==> src/rtl/prog_loader_pkg.sv <==
// Shared definitions for the program loader: FSM state encoding and the
// pad byte used to complete a word whose low byte never arrived.
package prog_loader_pkg;

    typedef enum logic [1:0] {
        IDLE    = 2'd0,
        WAIT_HI = 2'd1,
        WAIT_LO = 2'd2,
        RUN     = 2'd3
    } state_e;

    localparam logic [7:0] PAD_BYTE = 8'h00;

endpackage

==> src/rtl/prog_ram.sv <==
// Instruction store: DEPTH x 16, synchronous write, asynchronous read.
// Contents are deliberately not reset so a loaded program survives clear.
module prog_ram #(
    parameter int unsigned DEPTH  = 256,
    parameter int unsigned ADDR_W = 8
) (
    input  logic              clk_i,
    input  logic              we_i,
    input  logic [ADDR_W-1:0] waddr_i,
    input  logic [15:0]       wdata_i,
    input  logic [ADDR_W-1:0] raddr_i,
    output logic [15:0]       rdata_o
);

    logic [15:0] mem_q [DEPTH];

    always_ff @(posedge clk_i) begin
        if (we_i) begin
            mem_q[waddr_i] <= wdata_i;
        end
    end

    assign rdata_o = mem_q[raddr_i];

endmodule

==> src/rtl/prog_loader.sv <==
// Loads a byte-streamed program into the instruction store and serves
// CPU fetches once a complete load has finished.
module prog_loader
    import prog_loader_pkg::*;
#(
    parameter  int unsigned DEPTH  = 256,
    localparam int unsigned ADDR_W = $clog2(DEPTH)
) (
    input  logic              clk,
    input  logic              clear,
    input  logic [15:0]       pc,
    output logic [15:0]       ins,
    input  logic              load_start,
    input  logic              load_valid,
    input  logic [7:0]        load_byte,
    input  logic              load_end,
    output logic              load_ready,
    output logic              cpu_clear,
    output logic [ADDR_W:0]   word_count,
    output logic              overflow
);

    localparam logic [ADDR_W:0] FULL_COUNT = (ADDR_W+1)'(DEPTH);

    state_e          state_q, state_d;
    logic [7:0]      hi_q, hi_d;
    logic [ADDR_W:0] wc_q, wc_d;
    logic            ovf_q, ovf_d;
    logic            cpu_clear_q, cpu_clear_d;
    logic            do_write;
    logic            we;
    logic [15:0]     wdata;
    logic [15:0]     rdata;

    always_ff @(posedge clk or posedge clear) begin
        if (clear) begin
            state_q     <= IDLE;
            hi_q        <= '0;
            wc_q        <= '0;
            ovf_q       <= 1'b0;
            cpu_clear_q <= 1'b1;
        end else begin
            state_q     <= state_d;
            hi_q        <= hi_d;
            wc_q        <= wc_d;
            ovf_q       <= ovf_d;
            cpu_clear_q <= cpu_clear_d;
        end
    end

    always_comb begin
        state_d  = state_q;
        hi_d     = hi_q;
        wc_d     = wc_q;
        ovf_d    = ovf_q;
        do_write = 1'b0;
        we       = 1'b0;
        wdata    = {hi_q, load_byte};

        // load_end wins over load_valid; a pending high byte is padded out
        case (state_q)
            IDLE, RUN: begin
                if (load_start) begin
                    state_d = WAIT_HI;
                    wc_d    = '0;
                    ovf_d   = 1'b0;
                end
            end
            WAIT_HI: begin
                if (load_end) begin
                    state_d = RUN;
                end else if (load_valid) begin
                    hi_d    = load_byte;
                    state_d = WAIT_LO;
                end
            end
            WAIT_LO: begin
                if (load_end) begin
                    do_write = 1'b1;
                    wdata    = {hi_q, PAD_BYTE};
                    state_d  = RUN;
                end else if (load_valid) begin
                    do_write = 1'b1;
                    state_d  = WAIT_HI;
                end
            end
            default: state_d = IDLE;
        endcase

        if (do_write) begin
            if (wc_q == FULL_COUNT) begin
                ovf_d = 1'b1;
            end else begin
                we   = 1'b1;
                wc_d = wc_q + 1'b1;
            end
        end

        cpu_clear_d = (state_d != RUN);
    end

    prog_ram #(
        .DEPTH  (DEPTH),
        .ADDR_W (ADDR_W)
    ) u_ram (
        .clk_i   (clk),
        .we_i    (we),
        .waddr_i (wc_q[ADDR_W-1:0]),
        .wdata_i (wdata),
        .raddr_i (pc[ADDR_W-1:0]),
        .rdata_o (rdata)
    );

    assign ins        = (state_q == RUN && pc < 16'(wc_q)) ? rdata : 16'h0000;
    assign load_ready = (state_q == WAIT_HI) || (state_q == WAIT_LO);
    assign cpu_clear  = cpu_clear_q;
    assign word_count = wc_q;
    assign overflow   = ovf_q;

endmodule

==> config.mk <==
export PLATFORM = sky130hd
export DESIGN_NAME = prog_loader
export DESIGN_NICKNAME = d
export VERILOG_FILES = /design/src/rtl/prog_loader_pkg.sv /design/src/rtl/prog_ram.sv /design/src/rtl/prog_loader.sv
export SDC_FILE = /design/constraint.sdc
export NUM_CORES = 2
export LEC_CHECK = 0
export ABC_CLOCK_PERIOD_IN_PS = 5450
export CAP_MARGIN = 20
export CELL_PAD_IN_SITES_DETAIL_PLACEMENT = 1
export CELL_PAD_IN_SITES_GLOBAL_PLACEMENT = 1
export CORE_ASPECT_RATIO = 1.25
export CORE_MARGIN = 2
export CORE_UTILIZATION = 50
export DETAILED_ROUTE_END_ITERATION = 8
export GPL_TIMING_DRIVEN = 0
export HOLD_SLACK_MARGIN = 0.08
export PLACE_DENSITY_LB_ADDON = 0.05
export SETUP_SLACK_MARGIN = 0.05
export SYNTH_ARGS = -nofsm -noshare
export SYNTH_HDL_FRONTEND = slang
export SYNTH_HIERARCHICAL = 1
export SYNTH_SLANG_ARGS = --single-unit
==> constraint.sdc <==
create_clock -name clk -period 5.45 [get_ports clk]
set_clock_uncertainty 0.15 [all_clocks]
set_input_delay 0.545 -clock clk [delete_from_list [all_inputs] [get_ports clk]]
set_output_delay 0.545 -clock clk [all_outputs]
set_load 0.05 [all_outputs]
==> metrics <==
FMAX=0.182 GHz; Final setup viols=2; Fillers=26300; Final Max Tran Viols=0; worst-case reg-to-reg path depth=10; library cells used by synthesis=67; RePlAce Congestion=0.981; Slew HR=24.5%; main flop type after synthesis=edfxtp_1; CP Launch Type=input port; Area Growth Syn to Fin=18.0%; leading area contributor after synthesis=edfxtp_1; Post-Syn Instances=7495; Commonest cells post-synth=edfxtp_1, mux4_2, mux2i_1; antenna violations before repair=28; Seq/Total Area, Yosys=77.3%; largest cells by area after synthesis=edfxtp_1, mux4_2, mux2i_1; Min-Delay Endpoint=hi_q[7]; unrepaired setup endpoints after global routing=true; Final ANT Viol Nets=0; synthesized flop and latch total=4117; Worst-Margin Slew=1.13 ns; share of the synthesized area in the top cell type=76.9%; layout cell share with drive strength beyond 1=31.7%; placed cell area=173000 µm²; crit end category=output port; clock sink count=4117; Die ar.=324000 µm²; Post-synth EDFFs=4096; CORE AREA=319000 µm²; Setup WS post-layout=-0.0399 ns; Worst VDD drop=301 µV; CTS tree=yes; htree depth=5; 1st-pass router iterations=8; top-level I/O count=57; Synth warnings=6; static leakage=60.1 nW; FF-to-FF End=u_ram/mem_q[225][6]; Fin. Hold Viols=0; drt drc=0; Mapped Nets=7537; Clock Latency Late Sink=0.95 ns; Period minus WS final=5.49 ns; HP Start=load_byte[7]; first-pass GRT wire length=747000 µm; Vias/cell=6.57; IO buf count=56; DR vias=84600; WHS Path Cells=2; largest net degree at the start of global routing=89; CTS root buf=clkbuf_16; detailed-route wire length=554000 µm; failing checks=negative setup slack; Starting Density=50.2%; Final #Nets=8366; ys async rst share=0.510%; Avg Synthesized Cell Area=21.3 µm²; max-cap violation count=0; clock-pin slew on the worst setup and hold paths=0.07 ns; chip height=636 µm; Bufs on Longest Clock Path=4; DP HPWL=395000 µm; CP Class=input port to output port; 1st-iter DRT viols=10200; GRT Util Overall=34.3%; row count=232; cts bufs inserted=404; GR Overflow Total=0; fin area=189000 µm²; most common cell in the netlist=edfxtp_1; Mapped Area=160000 µm²; P per Cell Area=392 nW/µm²; Req. time, crit path=4.76 ns; Final Power=74.0 mW; outcome=complete, but fails checks; width of the chip=510 µm; critical path data arrival time=4.79 ns; WL/cell=43.0 µm; worst reg-to-reg setup slack=0.27 ns; Hold Crit Class=input port to flip-flop; Crit Path Max Fanout=10; reg-to-reg critical path startpoint=word_count[7]; vias in the first global route=87100; Final period util=101%
[kinds of logic (layout without fill, tap and decap cells)]
family	after synthesis	after routing	share of synthesized area [%]
flops	4117	4117	77.3
mux	1458	1458	15.4
compound gates	808	808	3.62
simple gates	623	623	1.81
buf+inv	472	1630	1.73
fa+ha+maj	13	13	0.102
xor+xnor	4	4	0.0219
other cells	0	15	0
[cell usage in the layout (no fill, tap or decap), types with 137 or more instances in the layout]
master and n:
edfxtp_1 4096, a21oi_1 151, o221ai_1 167, buf_8 244, o22ai_1 137, clkbuf_16 418, clkbuf_1 160, mux4_2 797
mux2i_1 565, nor2_2 248
[worst max path at each step]
| stage | to | depth (start not counted) | from | slack, ns |
|---|---|---|---|---|
| detailed placement | ins[1] | 11 | pc[4] | -2.75 |
| finish | ins[10] | 11 | pc[2] | -0.04 |
| floorplan | u_ram/mem_q[0][0] | 4 | state_q[0] | 0.30 |
| CTS | ins[0] | 14 | pc[1] | 0.008 |
| global route | ins[12] | 15 | pc[0] | -0.03 |
| global placement | u_ram/mem_q[46][5] | 3 | load_end | -6.10 |
[sequential cells by signal, indices dropped and copies added, names as in the netlist]
signal / cells
hi_q: 8
word_count: 9
state_q: 2
overflow: 1
u_ram/mem_q: 4096
cpu_clear: 1
[area by class of cell]
cell class	instances	area, µm²	share of cell area (%)
Sequential cell	4117	124000	65.5
Multi-Input combinational cell	2906	36300	19.2
Clock buffer	496	10800	5.70
Timing Repair Buffer	425	7120	3.77
Tap cell	4212	5270	2.79
Buffer	452	3360	1.78
Clock inverter	239	2160	1.14
Inverter	18	75.1	0.0398
Antenna cell	15	37.5	0.0199
[critical path: stages]
cell	delay (ns)
dlygate4sd2_1	0.37
buf_4	0.26
inv_1	0.51
clkbuf_1	0.54
clkbuf_1	0.57
a211oi_1	0.17
o21ai_0	0.47
nand3_1	0.26
nor4_4	0.49
nor2b_1	0.19
clkdlybuf4s18_2	0.38
[routing by layer]
layer / track usage (%) / part of all wire [%]
met5: 0 / 0.014
met4: 24.2 / 8.9
met3: 5.18 / 6.6
met2: 56.9 / 50
met1: 41.1 / 35
[what timing repair did]
action | in CTS | in global routing
pin swaps | 37 | 13
setup buffers | 1 | 0
hold endpoints to repair | 27 | 0
setup endpoints to repair | 16 | 13
gates resized for setup | 689 | 35
hold buffers | 8 | 0
[stage by stage]
| step | utilization, % | setup slack (ns) | TNS (ns) | hold slack [ns] | instances |
|---|---|---|---|---|---|
| 2_1_floorplan | - | 0.297 | 0 | 0.371 | 7495 |
| 3_3_place_gp | 52.0 | -6.10 | - | 0.354 | 11800 |
| 3_5_place_dp | 54.3 | -2.75 | -39.17 | 0.343 | 12100 |
| 4_1_cts | 59.1 | 0.00832 | 0 | 0.0902 | 12900 |
| 5_1_grt | 59.2 | -0.0343 | -0.0343 | 0.107 | 12900 |
| 6_report | 59.2 | -0.0399 | -0.0641 | 0.132 | 12900 |
[power breakdown]
part | leakage [nW] | total [mW] | internal (mW) | switching (mW)
combinational | 16.6 | 8.06 | 2.08 | 5.98
clock | 6.31 | 27.8 | 15.8 | 12.0
sequential | 37.1 | 38.1 | 37.6 | 0.502
total | 60.1 | 74.0 | 55.5 | 18.5
(Power assumes the default switching activity.)
